File: src/rtl/leaf_user_out_fifo_if.sv
// Stream bundle between a user kernel output and one leaf output port.
// slave: the FIFO side; master: the kernel / leaf-interface driver side.
interface leaf_user_out_fifo_if #(
    parameter int PAYLOAD_BITS = 32,
    parameter int ADDR_BITS    = 4
);
    logic [PAYLOAD_BITS-1:0] s_din;
    logic                    s_vld;
    logic                    s_rdy;
    logic [PAYLOAD_BITS-1:0] din_leaf_user2interface;
    logic                    vld_user2interface;
    logic                    ack_interface2user;
    logic [ADDR_BITS:0]      fifo_count;
    logic                    almost_full;

    modport slave (
        input  s_din, s_vld, ack_interface2user,
        output s_rdy, din_leaf_user2interface, vld_user2interface,
        output fifo_count, almost_full
    );

    modport master (
        output s_din, s_vld, ack_interface2user,
        input  s_rdy, din_leaf_user2interface, vld_user2interface,
        input  fifo_count, almost_full
    );
endinterface

File: src/rtl/leaf_user_out_fifo.sv
// Elastic FWFT output FIFO between a kernel stream and a leaf output port.
// Optional LEAF_OUT_STALL_CNT_EN adds a saturating stall_cycles counter.
module leaf_user_out_fifo #(
    parameter int PAYLOAD_BITS = 32,
    parameter int DEPTH        = 16,
    parameter int ADDR_BITS    = 4,
    parameter int AF_MARGIN    = 2
) (
    input  logic                 clk_user,
    input  logic                 reset_n,
`ifdef LEAF_OUT_STALL_CNT_EN
    output logic [31:0]          stall_cycles,
`endif
    leaf_user_out_fifo_if.slave  bus
);
    localparam logic [ADDR_BITS:0]   DEPTH_C = (ADDR_BITS+1)'(DEPTH);
    localparam logic [ADDR_BITS:0]   AF_LVL  = (ADDR_BITS+1)'(DEPTH - AF_MARGIN);
    localparam logic [ADDR_BITS:0]   CNT_ONE = (ADDR_BITS+1)'(1);
    localparam logic [ADDR_BITS-1:0] PTR_ONE = ADDR_BITS'(1);

    logic [PAYLOAD_BITS-1:0] mem_q [DEPTH];
    logic [ADDR_BITS-1:0]    wr_ptr_q, wr_ptr_d;
    logic [ADDR_BITS-1:0]    rd_ptr_q, rd_ptr_d;
    logic [ADDR_BITS:0]      count_q, count_d;
    logic [PAYLOAD_BITS-1:0] dout_q, dout_d;
    logic                    rdy_q;
    logic                    af_q;
    logic                    push;
    logic                    pop;

    // Handshakes, pointer/count next state and the next head word
    always_comb begin
        push     = bus.s_vld && rdy_q;
        pop      = (count_q != '0) && bus.ack_interface2user;
        wr_ptr_d = push ? wr_ptr_q + PTR_ONE : wr_ptr_q;
        rd_ptr_d = pop ? rd_ptr_q + PTR_ONE : rd_ptr_q;
        count_d  = count_q;
        if (push && !pop) begin
            count_d = count_q + CNT_ONE;
        end else if (pop && !push) begin
            count_d = count_q - CNT_ONE;
        end
        dout_d = dout_q;
        if (push && count_q == '0) begin
            dout_d = bus.s_din;
        end else if (pop && push && count_q == CNT_ONE) begin
            dout_d = bus.s_din;
        end else if (pop && count_q > CNT_ONE) begin
            dout_d = mem_q[rd_ptr_q + PTR_ONE];
        end
    end

    // Control state: pointers, occupancy, registered flags and head word
    always_ff @(posedge clk_user or negedge reset_n) begin
        if (!reset_n) begin
            wr_ptr_q <= '0;
            rd_ptr_q <= '0;
            count_q  <= '0;
            dout_q   <= '0;
            rdy_q    <= 1'b0;
            af_q     <= 1'b0;
        end else begin
            wr_ptr_q <= wr_ptr_d;
            rd_ptr_q <= rd_ptr_d;
            count_q  <= count_d;
            dout_q   <= dout_d;
            rdy_q    <= count_d < DEPTH_C;
            af_q     <= count_d >= AF_LVL;
        end
    end

    // Storage array; contents need no reset since count gates visibility
    always_ff @(posedge clk_user) begin
        if (push) begin
            mem_q[wr_ptr_q] <= bus.s_din;
        end
    end

`ifdef LEAF_OUT_STALL_CNT_EN
    logic [31:0] stall_q;

    // Count cycles the head word waits for an ack, saturating
    always_ff @(posedge clk_user or negedge reset_n) begin
        if (!reset_n) begin
            stall_q <= '0;
        end else if ((count_q != '0) && !bus.ack_interface2user
                     && (stall_q != 32'hFFFF_FFFF)) begin
            stall_q <= stall_q + 32'd1;
        end
    end

    assign stall_cycles = stall_q;
`endif

    assign bus.s_rdy                   = rdy_q;
    assign bus.vld_user2interface      = count_q != '0;
    assign bus.din_leaf_user2interface = dout_q;
    assign bus.fifo_count              = count_q;
    assign bus.almost_full             = af_q;
endmodule

File: src/flat_wrapper.sv
// flat-port wrapper written by rule: the top's interface ports become plain ports
module leaf_user_out_fifo_flat 
#(
    parameter int PAYLOAD_BITS = 32,
    parameter int DEPTH        = 16,
    parameter int ADDR_BITS    = 4,
    parameter int AF_MARGIN    = 2
)
  (clk_user, reset_n, bus_s_din, bus_s_vld, bus_ack_interface2user, bus_s_rdy, bus_din_leaf_user2interface, bus_vld_user2interface, bus_fifo_count, bus_almost_full);
  leaf_user_out_fifo_if #(.PAYLOAD_BITS(PAYLOAD_BITS), .ADDR_BITS(ADDR_BITS)) bus_i ();
  input  logic clk_user;
  input  logic reset_n;
  input wire logic [$bits(bus_i.s_din)-1:0] bus_s_din;
  input wire logic [$bits(bus_i.s_vld)-1:0] bus_s_vld;
  input wire logic [$bits(bus_i.ack_interface2user)-1:0] bus_ack_interface2user;
  output wire logic [$bits(bus_i.s_rdy)-1:0] bus_s_rdy;
  output wire logic [$bits(bus_i.din_leaf_user2interface)-1:0] bus_din_leaf_user2interface;
  output wire logic [$bits(bus_i.vld_user2interface)-1:0] bus_vld_user2interface;
  output wire logic [$bits(bus_i.fifo_count)-1:0] bus_fifo_count;
  output wire logic [$bits(bus_i.almost_full)-1:0] bus_almost_full;
  assign bus_i.s_din = bus_s_din;
  assign bus_i.s_vld = bus_s_vld;
  assign bus_i.ack_interface2user = bus_ack_interface2user;
  assign bus_s_rdy = bus_i.s_rdy;
  assign bus_din_leaf_user2interface = bus_i.din_leaf_user2interface;
  assign bus_vld_user2interface = bus_i.vld_user2interface;
  assign bus_fifo_count = bus_i.fifo_count;
  assign bus_almost_full = bus_i.almost_full;
  leaf_user_out_fifo #(.PAYLOAD_BITS(PAYLOAD_BITS), .DEPTH(DEPTH), .ADDR_BITS(ADDR_BITS), .AF_MARGIN(AF_MARGIN)) u_core (.clk_user(clk_user), .reset_n(reset_n), .bus(bus_i));
endmodule
File: config.mk
export PLATFORM = sky130hd
export DESIGN_NAME = leaf_user_out_fifo_flat
export DESIGN_NICKNAME = d
export VERILOG_FILES = /design/src/rtl/leaf_user_out_fifo_if.sv /design/src/rtl/leaf_user_out_fifo.sv /design/src/flat_wrapper.sv
export SDC_FILE = /design/constraint.sdc
export NUM_CORES = 1
export LEC_CHECK = 0
export ABC_AREA = 1
export ABC_CLOCK_PERIOD_IN_PS = 4300
export CORE_MARGIN = 8
export CORE_UTILIZATION = 25
export CTS_CLUSTER_SIZE = 24
export DETAILED_ROUTE_END_ITERATION = 8
export PLACE_DENSITY = 0.46
export SLEW_MARGIN = 15
export SYNTH_ARGS = -nofsm -noshare
export SYNTH_HDL_FRONTEND = slang
export SYNTH_SLANG_ARGS = --single-unit
export TNS_END_PERCENT = 1
File: constraint.sdc
create_clock -name clk_user -period 4.3 [get_ports clk_user]
set_clock_uncertainty 0.2 [all_clocks]
set_input_delay 0.86 -clock clk_user [delete_from_list [all_inputs] [get_ports clk_user]]
set_output_delay 0.86 -clock clk_user [all_outputs]
set_load 0.005 [all_outputs]
# After elaboration in Yosys (flattened, before gate mapping)
# Memories as Yosys holds them, arrays and structs flattened.
# Index checks and enable logic that the tools add are counted.
[op_classes]
n_mux = 7
eq_ne = 1
n_reduce_logical = 13
n_lt_le_gt_ge = 3
n_addsub = 4
[op_table]
columns = ["operator", "n"]
rows = [
  ["two-way mux 32 bit", 3],
  ["two-way mux 5 bit", 2],
  ["adder 4 x 1 -> 4 bit (second input constant)", 2],
  ["logical AND 1 bit", 8],
  ["adder 5 x 1 -> 5 bit (second input constant)", 1],
  ["equality test 5 x 1 -> 1 bit (second input constant)", 1],
  ["greater-or-equal comparator 5 x 4 -> 1 bit (second input constant)", 1],
  ["greater-than comparator 5 x 1 -> 1 bit (second input constant)", 1],
  ["zero test 5 bit", 1],
  ["less-than comparator 5 bit (second input constant)", 1],
  ["nonzero test 5 bit", 1],
  ["subtractor 5 x 1 -> 5 bit (second input constant)", 1],
  ["nonzero test 3 bit", 1],
  ["zero test 1 bit", 2],
  ["two-way mux 1 bit", 2],
]
[totals]
n_memories = 1
elab_cells = 35
regBits = 47
mem_bits_rw = 512
output_inout_bits = 40
[mem_list]
columns = ["name", "depth", "word_bits", "rd", "rd_ports_with_merged_regs", "wr", "line", "source"]
rows = [
  ["u_core.mem_q", 16, 32, 1, 0, 1, "leaf_user_out_fifo.sv:21", "logic [PAYLOAD_BITS-1:0] mem_q [DEPTH];"],
]

# Logic depth before layout (Yosys ltp)
[depth]
ltp_word = 6
depth_mapped = 13

# Worst setup path before layout
# OpenSTA, ideal clock, no wires.
[synth_path]
path_type = "input -> register"
startpoint = "in bus_s_vld"
endpoint = "mem u_core.mem_q[11][0] (enable)"
path_stages = 2
required_time_ns = 3.639
setup_time_ns = 0.461
slack_ns = 0.362
arrival_time_ns = 3.277
cell_sequence = "nand2_1 > nor3_1"
[synth_via]
elab_chain_cells = 3
[synth_rtl]
columns = ["item", "line", "source"]
rows = [
  ["start, declared", "flat_wrapper.sv:14", "input wire logic [$bits(bus_i.s_vld)-1:0] bus_s_vld;"],
  ["logical AND 1 bit", "leaf_user_out_fifo.sv:33", "push = bus.s_vld && rdy_q;"],
  ["two-way mux 1 bit", "leaf_user_out_fifo.sv:74", "if (push) begin"],
  ["two-way mux 1 bit (implied by the code)", "leaf_user_out_fifo.sv:75", "mem_q[wr_ptr_q] <= bus.s_din;"],
  ["end, declared", "leaf_user_out_fifo.sv:21", ""],
]
# No other way between the ends.

# Worst setup path after layout
[layout_path]
startpoint = "reg u_core.count_q[0], in the netlist u_core.bus.fifo_count[0]"
endpoint = "out bus_vld_user2interface"
[layout_via]
elab_chain_cells = 1
[layout_rtl]
columns = ["item", "line", "source"]
rows = [
  ["start, declared", "leaf_user_out_fifo.sv:24", "logic [ADDR_BITS:0] count_q, count_d;"],
  ["start signal, assigned", "leaf_user_out_fifo.sv:65", "count_q <= count_d;"],
  ["nonzero test 5 bit", "leaf_user_out_fifo.sv:96", "assign bus.vld_user2interface = count_q != '0;"],
  ["end, declared", "flat_wrapper.sv:18", "output wire logic [$bits(bus_i.vld_user2interface)-1:0] bus_vld_user2interface;"],
]
# No other way between the ends.

==> impl_metrics.env <==
export IMPL_synth_edff_count=512
export IMPL_drt_iter0_markers=1164
export IMPL_grt_max_degree=218
export IMPL_rsz0062_at_grt="false"
export IMPL_syn_area_um2=23600
export IMPL_finalSetupViolCount=0
export IMPL_cts_root_buf="clkbuf_16"
export IMPL_routed_wirelength_um=67300
export IMPL_report_final_slew_viol_count=0
export IMPL_critical_path_max_fanout=7
export IMPL_synth_async_sr_flop_share=0.0841
export IMPL_die_w_um=323
export IMPL_ant_nets=0
export IMPL_setup_tns_final_ns=0
export IMPL_rows=112
export IMPL_dp_hpwl_um=37000
export IMPL_period_share=0.752
export IMPL_worst_slew_pin_slew_ns=1.07
export IMPL_ios=76
export IMPL_end_kind="output pin"
export IMPL_area_growth_pct=18.9
export IMPL_grt_use_total=0.127
export IMPL_fillers=9674
export IMPL_numCtsBuffers=67
export IMPL_arrival_ns=2.17
export IMPL_fin_crit_ns=3.23
export IMPL_antenna_found_initial=3
export IMPL_netlist_instances=2132
export IMPL_clk_latency_ns=0.59
export IMPL_cts_setup_buffers=0
export IMPL_ir_drop_v=0.000926
export IMPL_power_leakage_nw=10.5
export IMPL_synthesis_nets=2177
export IMPL_ctsLongestPathBuffers=3
export IMPL_via_per_inst=4.38
export IMPL_wl_per_cell_um=19.2
export IMPL_numPortBuffers=75
export IMPL_syn_area_per_cell_um2=11.0
export IMPL_clkSinkCount=559
export IMPL_hold_buffers=0
export IMPL_ys_flop_type="edfxtp_1"
export IMPL_power_density_nw_per_um2=735
export IMPL_synth_seq_cells=559
export IMPL_fp_dieH_um=323
export IMPL_cts_tree="yes"
export IMPL_fin_nets=2240
export IMPL_drt_met1_wl_um=30200
export IMPL_fmax_mhz=309
export IMPL_crit_required_ns=3.24
export IMPL_grt_pass1_vias=15400
export IMPL_core_um2=93300
export IMPL_grt_pass1_wl_um=100000
export IMPL_drcViolationCount=0
export IMPL_synth_cell_types=29
export IMPL_timing_hold_ws_ns=0.252
export IMPL_status="finished, final reports clean"
export IMPL_layout_drive_gt1_share=0.0775
export IMPL_dieArea_um2=104000
export IMPL_cts_htree_levels=3
export IMPL_dr_wl_met2_um=32400
export IMPL_highest_layer="met4"
export IMPL_cts_resized=0
export IMPL_drv_cap=0
export IMPL_place_gp_congestion=0.741
export IMPL_ys_seq_area_frac=0.703
export IMPL_critPathKind="reg2out"
export IMPL_critPathLaunchType="flop"
export IMPL_path_clk_slew_ns=0.06
export IMPL_initial_core_util=0.252
export IMPL_firstDrtPassIters=5
export IMPL_slew_headroom=0.284
export IMPL_grt_overflow=0
export IMPL_yosysWarnings=0
export IMPL_hold_viol_final=0
export IMPL_hp_class="in2async"
export IMPL_route_met3_wl_um=3120
export IMPL_vias=15300
export IMPL_total_power_mw=20.6
synthesized netlist by cell type (3+ instances only):
master / instances / area share
o21ai_0: 96 / 0.020
or2_2: 12 / 0.0032
xor2_1: 7 / 0.0026
dfrtp_1: 47 / 0.050
edfxtp_1: 512 / 0.65
buf_1: 5 / 0.00080
nor2_1: 197 / 0.031
nor3_1: 3 / 0.00064
clkbuf_1: 39 / 0.0062
nand4_1: 4 / 0.0011
clkinv_1: 10 / 0.0016
nand3b_1: 32 / 0.010
buf_4: 14 / 0.0045
o211ai_1: 38 / 0.012
ha_1: 9 / 0.0048
nand3_1: 265 / 0.056
buf_2: 56 / 0.012
a21oi_1: 3 / 0.00064
nand2_1: 634 / 0.10
inv_2: 4 / 0.00064
nand2_2: 3 / 0.00080
buf_6: 6 / 0.0029
inv_1: 130 / 0.021
routing by layer:
layer | GRT usage | vias to the layer above
met5 | 0 | -
met4 | 0.0337 | 0
met3 | 0.0213 | 108
met2 | 0.215 | 351
met1 | 0.168 | 7518
li1 | - | 7363
final timing paths:
kind                            cells past startpoint                                endpoint  slack (ns)                                    from
worst max-delay path                                6                  bus_vld_user2interface        1.07                u_core.bus.fifo_count[0]
worst min-delay path                                1  u_core.bus.din_leaf_user2interface[18]        0.25                                 reset_n
worst max register to register                     10  u_core.bus.din_leaf_user2interface[12]        1.54                      u_core.rd_ptr_q[0]
worst min register to register                      2  u_core.bus.din_leaf_user2interface[19]        0.29  u_core.bus.din_leaf_user2interface[19]
max in group asynchronous                           2  u_core.bus.din_leaf_user2interface[28]        2.73                                 reset_n
min in group clk_user                               2  u_core.bus.din_leaf_user2interface[19]        0.29  u_core.bus.din_leaf_user2interface[19]
flip-flops by register name (all words and copies together), names as in the netlist:
register                            count
u_core.bus.s_rdy                        1
u_core.mem_q                          512
u_core.bus.din_leaf_user2interface     32
u_core.bus.almost_full                  1
u_core.bus.fifo_count                   5
u_core.wr_ptr_q                         4
u_core.rd_ptr_q                         4
placed cells by master, fill, tap and decap left out, drive strengths merged:
cell	instances
a21oi	3
buf	40
bufinv	3
clkbuf	94
clkdlybuf4s50	74
clkinv	29
clkinvlp	2
dfrtp	47
diode	1
edfxtp	512
ha	9
inv	135
nand2	638
nand3	266
nand3b	32
nand4	4
nor2	198
nor3	3
o211ai	38
o21ai	97
or2	12
xnor2	2
xor2	7
area by class of cell:
| class | count | area, um^2 | share of cell area |
|---|---|---|---|
| clock buffers | 94 | 1880 | 0.0672 |
| inverters | 144 | 551 | 0.0197 |
| diodes | 1 | 2.50 | 0.0000893 |
| well taps | 1254 | 1570 | 0.0560 |
| clock inverters | 25 | 204 | 0.00728 |
| repair buffers | 114 | 1260 | 0.0451 |
| multi-input cells | 1309 | 5980 | 0.214 |
| flip-flops and latches | 559 | 16600 | 0.591 |
kinds of logic (layout without fill, tap and decap cells):
| kind of cell | Yosys count | after routing | share of synthesized area |
|---|---|---|---|
| DFF | 559 | 559 | 0.703 |
| buffers and inverters | 264 | 377 | 0.0492 |
| AOI/OAI and AO/OA | 138 | 138 | 0.0335 |
| xor gates and xnor gates | 9 | 9 | 0.00367 |
| and+or+nand+nor | 1153 | 1153 | 0.206 |
| other | 0 | 1 | 0 |
| adders and majority gates | 9 | 9 | 0.00478 |
power breakdown:
group          internal [mW]  switching (mW)
clock                   3.23            2.16
sequential              6.61           0.330
combinational           2.63            5.64
critical path, stage by stage, from the launching register on:
cell	delay, ns
dfrtp_1	0.48
inv_1	0.10
ha_1	0.20
inv_1	0.05
nor2_1	0.04
nand2_2	0.17
clkdlybuf4s50_1	0.54
through the flow:
stage                     instance area (um^2)  utilization  instances  setup slack, ns
after global routing                     28000        0.300       3499            0.951
after global placement                   25900        0.278       3380            0.668
after detailed placement                 25900        0.278       3380            0.608
after CTS                                28000        0.300       3499            0.992
after floorplan                          23600            -       2132            0.362
final                                    28000        0.300       3500             1.07
Power figures use the tool's default switching activity.
